--- src/rtl/instr_seq_pkg.sv ---
// Shared definitions for the instruction sequencer: FSM states, instruction
// modes, condition codes and the program-counter advance rule.
package instr_seq_pkg;

    typedef enum logic [1:0] {
        ST_IDLE   = 2'd0,
        ST_FETCH  = 2'd1,
        ST_DECODE = 2'd2,
        ST_EXEC   = 2'd3
    } state_t;

    typedef enum logic [1:0] {
        MODE_IMM  = 2'b00,
        MODE_ALU  = 2'b01,
        MODE_COPY = 2'b10,
        MODE_COND = 2'b11
    } mode_t;

    localparam logic [2:0] CC_NEVER  = 3'b000;
    localparam logic [2:0] CC_EQ     = 3'b001;
    localparam logic [2:0] CC_LT     = 3'b010;
    localparam logic [2:0] CC_LE     = 3'b011;
    localparam logic [2:0] CC_ALWAYS = 3'b100;
    localparam logic [2:0] CC_NE     = 3'b101;
    localparam logic [2:0] CC_GE     = 3'b110;
    localparam logic [2:0] CC_GT     = 3'b111;

    localparam logic [7:0] PC_RESET = 8'h00;

    // A taken branch loads the target; anything else steps by one and wraps.
    function automatic logic [7:0] next_pc(input logic [7:0] cur,
                                           input logic       taken,
                                           input logic [7:0] target);
        logic [7:0] result;
        if (taken) begin
            result = target;
        end else begin
            result = cur + 8'd1;
        end
        return result;
    endfunction

endpackage

--- src/rtl/instr_sequencer_if.sv ---
// Program-memory fetch bus: request/address from the sequencer,
// acknowledge/data back from memory in the same cycle.
interface instr_sequencer_if;
    logic       mem_req;
    logic [7:0] mem_addr;
    logic       mem_ack;
    logic [7:0] mem_data;

    modport master (
        output mem_req,
        output mem_addr,
        input  mem_ack,
        input  mem_data
    );

    modport slave (
        input  mem_req,
        input  mem_addr,
        output mem_ack,
        output mem_data
    );
endinterface

--- src/rtl/instr_sequencer_cond_eval.sv ---
// Combinational branch-condition evaluator: tests a signed 8-bit value
// against one of eight condition codes.
module cond_eval
    import instr_seq_pkg::*;
(
    input  logic [2:0] cond,
    input  logic [7:0] value,
    output logic       taken
);

    logic zero_s;
    logic neg_s;

    assign zero_s = (value == 8'h00);
    assign neg_s  = value[7];

    // Map the condition code onto the zero/negative flags of the value.
    always_comb begin
        taken = 1'b0;
        case (cond)
            CC_NEVER:  taken = 1'b0;
            CC_EQ:     taken = zero_s;
            CC_LT:     taken = neg_s;
            CC_LE:     taken = neg_s | zero_s;
            CC_ALWAYS: taken = 1'b1;
            CC_NE:     taken = ~zero_s;
            CC_GE:     taken = ~neg_s;
            CC_GT:     taken = ~neg_s & ~zero_s;
            default:   taken = 1'b0;
        endcase
    end

endmodule

--- src/rtl/instr_sequencer.sv ---
// Four-state instruction sequencer: fetches a byte from program memory,
// decodes mode/field, evaluates a branch condition and advances pc.
module instr_sequencer
    import instr_seq_pkg::*;
#(
    parameter int    UUID = 0,
    parameter string NAME = ""
) (
    input  logic                      clk,
    input  logic                      rst,
    input  logic                      run,
    instr_sequencer_if.master         mem,
    input  logic [7:0]                cond_val,
    input  logic [7:0]                jump_target,
    output logic                      exec_valid,
    output logic [1:0]                mode,
    output logic [5:0]                field,
    output logic [7:0]                pc,
    output logic                      busy
);

    state_t     state_r;
    logic [7:0] pc_r;
    logic [7:0] ir_r;
    logic       mem_req_r;
    logic       exec_valid_r;
    logic [1:0] mode_r;
    logic [5:0] field_r;
    logic       busy_r;
    logic       taken_r;
    logic [7:0] target_r;
    logic       taken_s;

    cond_eval u_cond_eval (
        .cond  (ir_r[2:0]),
        .value (cond_val),
        .taken (taken_s)
    );

    // Sequencer FSM; all outputs are registered alongside the state.
    always_ff @(posedge clk or negedge rst) begin
        if (!rst) begin
            state_r      <= ST_IDLE;
            pc_r         <= PC_RESET;
            ir_r         <= 8'h00;
            mem_req_r    <= 1'b0;
            exec_valid_r <= 1'b0;
            mode_r       <= 2'b00;
            field_r      <= 6'b000000;
            busy_r       <= 1'b0;
            taken_r      <= 1'b0;
            target_r     <= 8'h00;
        end else begin
            case (state_r)
                ST_IDLE: begin
                    if (run) begin
                        state_r   <= ST_FETCH;
                        mem_req_r <= 1'b1;
                        busy_r    <= 1'b1;
                    end else begin
                        state_r   <= ST_IDLE;
                        mem_req_r <= 1'b0;
                        busy_r    <= 1'b0;
                    end
                end
                ST_FETCH: begin
                    if (mem.mem_ack) begin
                        ir_r      <= mem.mem_data;
                        mem_req_r <= 1'b0;
                        state_r   <= ST_DECODE;
                    end else begin
                        mem_req_r <= 1'b1;
                        state_r   <= ST_FETCH;
                    end
                end
                ST_DECODE: begin
                    // Branch inputs are frozen here so EXEC ignores later changes.
                    mode_r       <= ir_r[7:6];
                    field_r      <= ir_r[5:0];
                    taken_r      <= (ir_r[7:6] == MODE_COND) && taken_s;
                    target_r     <= jump_target;
                    exec_valid_r <= 1'b1;
                    state_r      <= ST_EXEC;
                end
                ST_EXEC: begin
                    exec_valid_r <= 1'b0;
                    pc_r         <= next_pc(pc_r, taken_r, target_r);
                    if (run) begin
                        state_r   <= ST_FETCH;
                        mem_req_r <= 1'b1;
                        busy_r    <= 1'b1;
                    end else begin
                        state_r   <= ST_IDLE;
                        mem_req_r <= 1'b0;
                        busy_r    <= 1'b0;
                    end
                end
                default: begin
                    state_r      <= ST_IDLE;
                    mem_req_r    <= 1'b0;
                    exec_valid_r <= 1'b0;
                    busy_r       <= 1'b0;
                end
            endcase
        end
    end

    assign mem.mem_req  = mem_req_r;
    assign mem.mem_addr = pc_r;
    assign exec_valid   = exec_valid_r;
    assign mode         = mode_r;
    assign field        = field_r;
    assign pc           = pc_r;
    assign busy         = busy_r;

endmodule

--- src/flat_wrapper.sv ---
// flat-port wrapper written by rule: the top's interface ports become plain ports
module instr_sequencer_flat import instr_seq_pkg::*;
#(
    parameter int    UUID = 0,
    parameter string NAME = ""
)
  (clk, rst, run, cond_val, jump_target, exec_valid, mode, field, pc, busy, mem_mem_req, mem_mem_addr, mem_mem_ack, mem_mem_data);
  instr_sequencer_if mem_i ();
  input  logic clk;
  input  logic rst;
  input  logic run;
  input  logic [7:0] cond_val;
  input  logic [7:0] jump_target;
  output logic exec_valid;
  output logic [1:0] mode;
  output logic [5:0] field;
  output logic [7:0] pc;
  output logic busy;
  output wire logic [$bits(mem_i.mem_req)-1:0] mem_mem_req;
  output wire logic [$bits(mem_i.mem_addr)-1:0] mem_mem_addr;
  input wire logic [$bits(mem_i.mem_ack)-1:0] mem_mem_ack;
  input wire logic [$bits(mem_i.mem_data)-1:0] mem_mem_data;
  assign mem_mem_req = mem_i.mem_req;
  assign mem_mem_addr = mem_i.mem_addr;
  assign mem_i.mem_ack = mem_mem_ack;
  assign mem_i.mem_data = mem_mem_data;
  instr_sequencer #(.UUID(UUID), .NAME(NAME)) u_core (.clk(clk), .rst(rst), .run(run), .mem(mem_i), .cond_val(cond_val), .jump_target(jump_target), .exec_valid(exec_valid), .mode(mode), .field(field), .pc(pc), .busy(busy));
endmodule
--- config.mk ---
export PLATFORM = sky130hd
export DESIGN_NAME = instr_sequencer_flat
export DESIGN_NICKNAME = d
export VERILOG_FILES = /design/src/rtl/instr_seq_pkg.sv /design/src/rtl/instr_sequencer_if.sv /design/src/rtl/instr_sequencer_cond_eval.sv /design/src/rtl/instr_sequencer.sv /design/src/flat_wrapper.sv
export SDC_FILE = /design/constraint.sdc
export NUM_CORES = 1
export LEC_CHECK = 0
export CAP_MARGIN = 40
export CORE_MARGIN = 5
export CORE_UTILIZATION = 40
export DETAILED_ROUTE_END_ITERATION = 16
export PLACE_DENSITY = 0.7
export SKIP_CTS_REPAIR_TIMING = 1
export SYNTH_ARGS = -nofsm -noshare
export SYNTH_HDL_FRONTEND = slang
export SYNTH_SLANG_ARGS = --single-unit
--- constraint.sdc ---
create_clock -name clk -period 3 [get_ports clk]
set_input_delay 0.6 -clock clk [delete_from_list [all_inputs] [get_ports clk]]
set_output_delay 0.6 -clock clk [all_outputs]
set_load 0.01 [all_outputs]
==> results of run 1 <==
## flip-flops by register name, indices dropped and copies added (netlist names), 2 cells and up
signal,cells
u_core.mode,2
u_core.mem.mem_addr,8
u_core.field,6
u_core.target_r,8
u_core.state_r,2
u_core.ir_r,8
## path summary, 6_finish.rpt
path,startpoint,to,slack [ns],depth (start not counted)
min in group clk,u_core.exec_valid,u_core.exec_valid,0.51,2
max in group asynchronous,rst,u_core.ir_r[5],2.08,1
min,rst,u_core.target_r[3],0.41,1
min reg2reg,u_core.exec_valid,u_core.exec_valid,0.51,2
max reg2reg,u_core.state_r[0],u_core.taken_r,1.16,5
max,u_core.mem.mem_addr[3],mem_mem_addr[3],1.07,1
## cells by family (layout without fill, tap and decap cells)
group	after synthesis	after routing	synth area share, %
fa+ha+maj	6	6	4.30
simple gates	29	29	8.54
mux	30	30	19.1
buf+inv	17	66	5.74
flops	38	38	54.5
compound gates	23	23	7.82
## routing by layer
metal,wire [microns],up-vias,track usage (%)
met5,0,-,0
met4,56,0,4.80
met3,273,6,4.37
met2,1720,50,20.5
met1,1490,584,15.8
li1,-,591,-
## Yosys cell counts
master / instances / share of area (%)
o21ai_1: 1 / 0.29
mux2i_1: 4 / 2.3
and2_1: 1 / 0.36
nand3_1: 3 / 0.86
nand2_1: 8 / 1.7
and3_1: 2 / 0.72
a21oi_1: 8 / 2.3
o21ai_0: 4 / 1.1
inv_1: 4 / 0.86
nor2_1: 9 / 1.9
nor3_1: 1 / 0.29
nand3_2: 1 / 0.57
a22o_1: 2 / 1.0
a22oi_1: 1 / 0.43
a31oi_1: 1 / 0.36
and3_4: 1 / 0.65
nor3_2: 1 / 0.57
o22ai_1: 5 / 1.8
o221ai_1: 1 / 0.50
buf_2: 5 / 1.4
nor4b_1: 1 / 0.50
dfrtp_1: 38 / 55
ha_1: 6 / 4.3
mux2_2: 26 / 17
nand2b_1: 1 / 0.36
buf_4: 8 / 3.4
## cell type report
| type | instances | area (sq um) | area share, % |
|---|---|---|---|
| clock buffers | 7 | 86.3 | 3.67 |
| repair buffers | 54 | 536 | 22.8 |
| well taps | 52 | 65.1 | 2.77 |
| flip-flops and latches | 38 | 951 | 40.4 |
| clock inverters | 1 | 5.00 | 0.213 |
| inverters | 4 | 15.0 | 0.639 |
| multi-input cells | 88 | 693 | 29.5 |
## where the power goes
group	total [mW]	internal (mW)	switching (mW)
combinational	0.921	0.556	0.365
clock	0.352	0.185	0.167
sequential	0.921	0.750	0.170
total	2.19	1.49	0.702
==> impl_metrics.toml, run 1 <==
[outcome]
status = "finished clean"

[clocking]
root_buffer = "clkbuf_8"
cts_sinks = 38
cts_buffer_depth = 2
cts-buffers-inserted = 5
cts.htree.levels = 2
tritoncts = "built"
insertion_delay_ns = 0.29
clkSlewWorstSetupHoldPaths_ns = 0.07

[layout]
fillCellCount = 378
drive_above_1_share_pct = 19.3
final_util_pct = 54.7
mostFrequentLayoutCell = "clkdlybuf4s50_1"
areaGrowthSynthToFinish_pct = 34.8
nNetsFinal = 225
num_antenna_cells = 0
mostFrequentLayoutCells = "clkdlybuf4s50_1 (53), dfrtp_1 (38), mux2_2 (26)"
layout.cells.non_filler = 244
fin_area_sq_mm = 0.00235

[pwr]
pwr_density_cell_mw_per_mm2 = 933
finalPower_mw = 2.19
vdd_drop_max_mv = 0.472
leakage_nw = 0.969

[global_route]
track_usage_pct = 12.8
grt_max_degree = 39
grt_pass1_wl_microns = 6000
antenna_found_initial = 0
grt_pass1_vias = 1287
gr-total-overflow = 0

[critical_path]
worstPathRequired_ns = 2.40
crit_type = "register to output pin"
path_cells = "clkdlybuf4s50_1"
cp_num_buf_inv = 1
slowest_stage = "clkdlybuf4s50_1"
critPathMaxFanout = 7
cp-start-kind = "register"
endpoint_kind = "output pin"
cpPeakStageDelay_ns = 0.59
critical-path-top-delay-family = "buffers and inverters"
arrival_ns = 1.33

[floorplanning]
io_pins = 55
rows = 24
core_sq_mm = 0.00429
fp.dieH_microns = 76.0
dieArea_sq_mm = 0.00578
start_util_pct = 40.6
die_x_microns = 76.0

[sta]
maxSlewHeadroom_pct = 39.9
rsz0062_at_grt = "no"
worst_pin_slew_ns = 0.902
setup_ws_ns = 1.07
drv_slew = 0
layout_min_cycle_time_ns = 1.93
tns_ns = 0
whs_ns = 0.409
fmax_mhz = 517
setup_viol = 0
skew_ns = 0.00472
hold_viol_final = 0
fin_crit_sh_pct = 64.5

[placed_design]
io_buffers = 54
dp_hpwl_microns = 2640
gp_congestion = 0.777
placed_cells = 236
placed_area_sq_mm = 0.00226
pre_cts_slack_ns = 1.12

[synth]
synth_seq_cells = 38
synth_area_sq_mm = 0.00174
postSynthCellCount = 143
ys_seq_area_share_pct = 54.5
yosys.cell_types.count = 26
syn_avg_cell_area_sq_um = 12.2
synth_fp_nets = 177
synth_warnings = 0

[detailed_routing]
avgViaCountPerCell = 5.05
dr_total_vias = 1231
drc = 0
first_iter_violations = 71
routed_wl_microns = 3540
wire_per_inst_microns = 14.5
antenna_left = 0
first_pass_iters = 4

[min_path]
hold_class = "primary input to asynchronous set/reset pin"

[run]
cap_violations = 0
Power figures use the tool's default switching activity.
==> run 2, diff against run 1 <==
- clock period: 3 -> 1.8 ns (I/O delays scaled with it)
==> impl_metrics.toml, run 2 (synthesis results as in run 1) <==
[floorplanning]
io_pins = 55
die_x_microns = 76.0
dieArea_sq_mm = 0.00578
fp.dieH_microns = 76.0
rows = 24
core_sq_mm = 0.00429
start_util_pct = 40.6

[global_route]
track_usage_pct = 12.2
antenna_found_initial = 0
gr-total-overflow = 0
grt_pass1_vias = 1197
grt_max_degree = 39
grt_pass1_wl_microns = 5660

[detailed_routing]
first_pass_iters = 4
routed_wl_microns = 3550
drc = 0
antenna_left = 0
wire_per_inst_microns = 14.2
avgViaCountPerCell = 5.05
first_iter_violations = 61
dr_total_vias = 1257

[pwr]
pwr_density_cell_mw_per_mm2 = 1640
leakage_nw = 1.02
vdd_drop_max_mv = 1.01
finalPower_mw = 4.00

[clocking]
cts.htree.levels = 2
tritoncts = "built"
clkSlewWorstSetupHoldPaths_ns = 0.08
insertion_delay_ns = 0.28
root_buffer = "clkbuf_8"
cts_sinks = 38
cts-buffers-inserted = 5
cts_buffer_depth = 2

[critical_path]
arrival_ns = 1.33
critPathMaxFanout = 7
r2r_cells = 4
slowest_stage = "clkdlybuf4s50_1"
worstPathRequired_ns = 1.44
cp_num_buf_inv = 1
critical-path-top-delay-family = "buffers and inverters"
cp-start-kind = "register"
path_cells = "clkdlybuf4s50_1"
r2r_slack_ns = 0.30
reg2reg_to = "u_core.target_r[3]"
crit_type = "register to output pin"
r2r-start = "u_core.state_r[0]"
endpoint_kind = "output pin"
cpPeakStageDelay_ns = 0.58

[min_path]
hold_class = "primary input to asynchronous set/reset pin"

[layout]
areaGrowthSynthToFinish_pct = 39.9
fin_area_sq_mm = 0.00244
mostFrequentLayoutCell = "clkdlybuf4s50_1"
num_antenna_cells = 0
fillCellCount = 355
mostFrequentLayoutCells = "clkdlybuf4s50_1 (53), dfrtp_1 (38), mux2_2 (26)"
drive_above_1_share_pct = 21.8
final_util_pct = 56.8
nNetsFinal = 230

[sta]
fmax_mhz = 593
worst_pin_slew_ns = 0.470
rsz0062_at_grt = "no"
skew_ns = 0.00482
setup_viol = 0
maxSlewHeadroom_pct = 68.7
tns_ns = 0
fin_crit_sh_pct = 93.7
hold_viol_final = 0
drv_slew = 0
layout_min_cycle_time_ns = 1.69

[outcome]
status = "finished clean"

[run]
cap_violations = 0

[placed_design]
io_buffers = 54
gp_congestion = 0.766
dp_hpwl_microns = 2740
placed_area_sq_mm = 0.00230
[run 2: cell types whose count changed in the layout (fill, tap and decap cells not counted), sizes merged]
cell / delta
buf: +5
bufinv: +2
clkbuf: -1
clkinv: -1
[run 2: cell type report]
cell class	count	area, sq um	share of cell area (%)
clock buffers	6	82.6	3.38
clock inverters	2	60.1	2.46
inverters	4	15.0	0.615
multi-input cells	88	693	28.4
flip-flops and latches	38	951	39.0
well taps	52	65.1	2.67
repair buffers	59	573	23.5
[run 2: metal layers]
layer | GRT usage (%) | vias to the layer above | part of all wire, % | wire (microns)
met5 | 0 | - | 0 | 0
met4 | 4.27 | 0 | 0.51 | 18
met3 | 3.90 | 2 | 5.9 | 208
met2 | 19.6 | 38 | 50 | 1770
met1 | 15.2 | 611 | 44 | 1550
li1 | - | 606 | - | -
[run 2: how the worst max path moves through the flow]
stage,from,endpoint,slack (ns),cells after the start
6_report,u_core.mem.mem_addr[3],pc[3],0.11,1
5_1_grt,u_core.mem.mem_addr[4],pc[4],0.05,1
4_1_cts,u_core.mem.mem_addr[3],pc[3],0.09,1
3_5_place_dp,mem_mem_ack,u_core.ir_r[0],0.15,3
3_3_place_gp,mem_mem_ack,u_core.ir_r[2],0.21,3
2_1_floorplan,u_core.mem.mem_addr[0],u_core.mem.mem_addr[6],0.33,5
[run 2: stage by stage]
| stage | worst slack, ns | std cells | hold WS [ns] |
|---|---|---|---|
| final | 0.113 | 249 | 0.112 |
| after global routing | 0.0498 | 249 | 0.160 |
| after floorplan | 0.334 | 143 | 0.0644 |
| after detailed placement | 0.152 | 241 | 0.434 |
| after CTS | 0.0870 | 249 | 0.121 |
| after global placement | 0.212 | 241 | 0.429 |
[run 2: where the power goes]
part / internal [mW] / leakage [nW] / total [mW] / switching (mW)
Combinational: 0.961 / 0.484 / 1.57 / 0.613
Clock: 0.591 / 0.0714 / 0.884 / 0.293
Sequential: 1.25 / 0.463 / 1.54 / 0.294
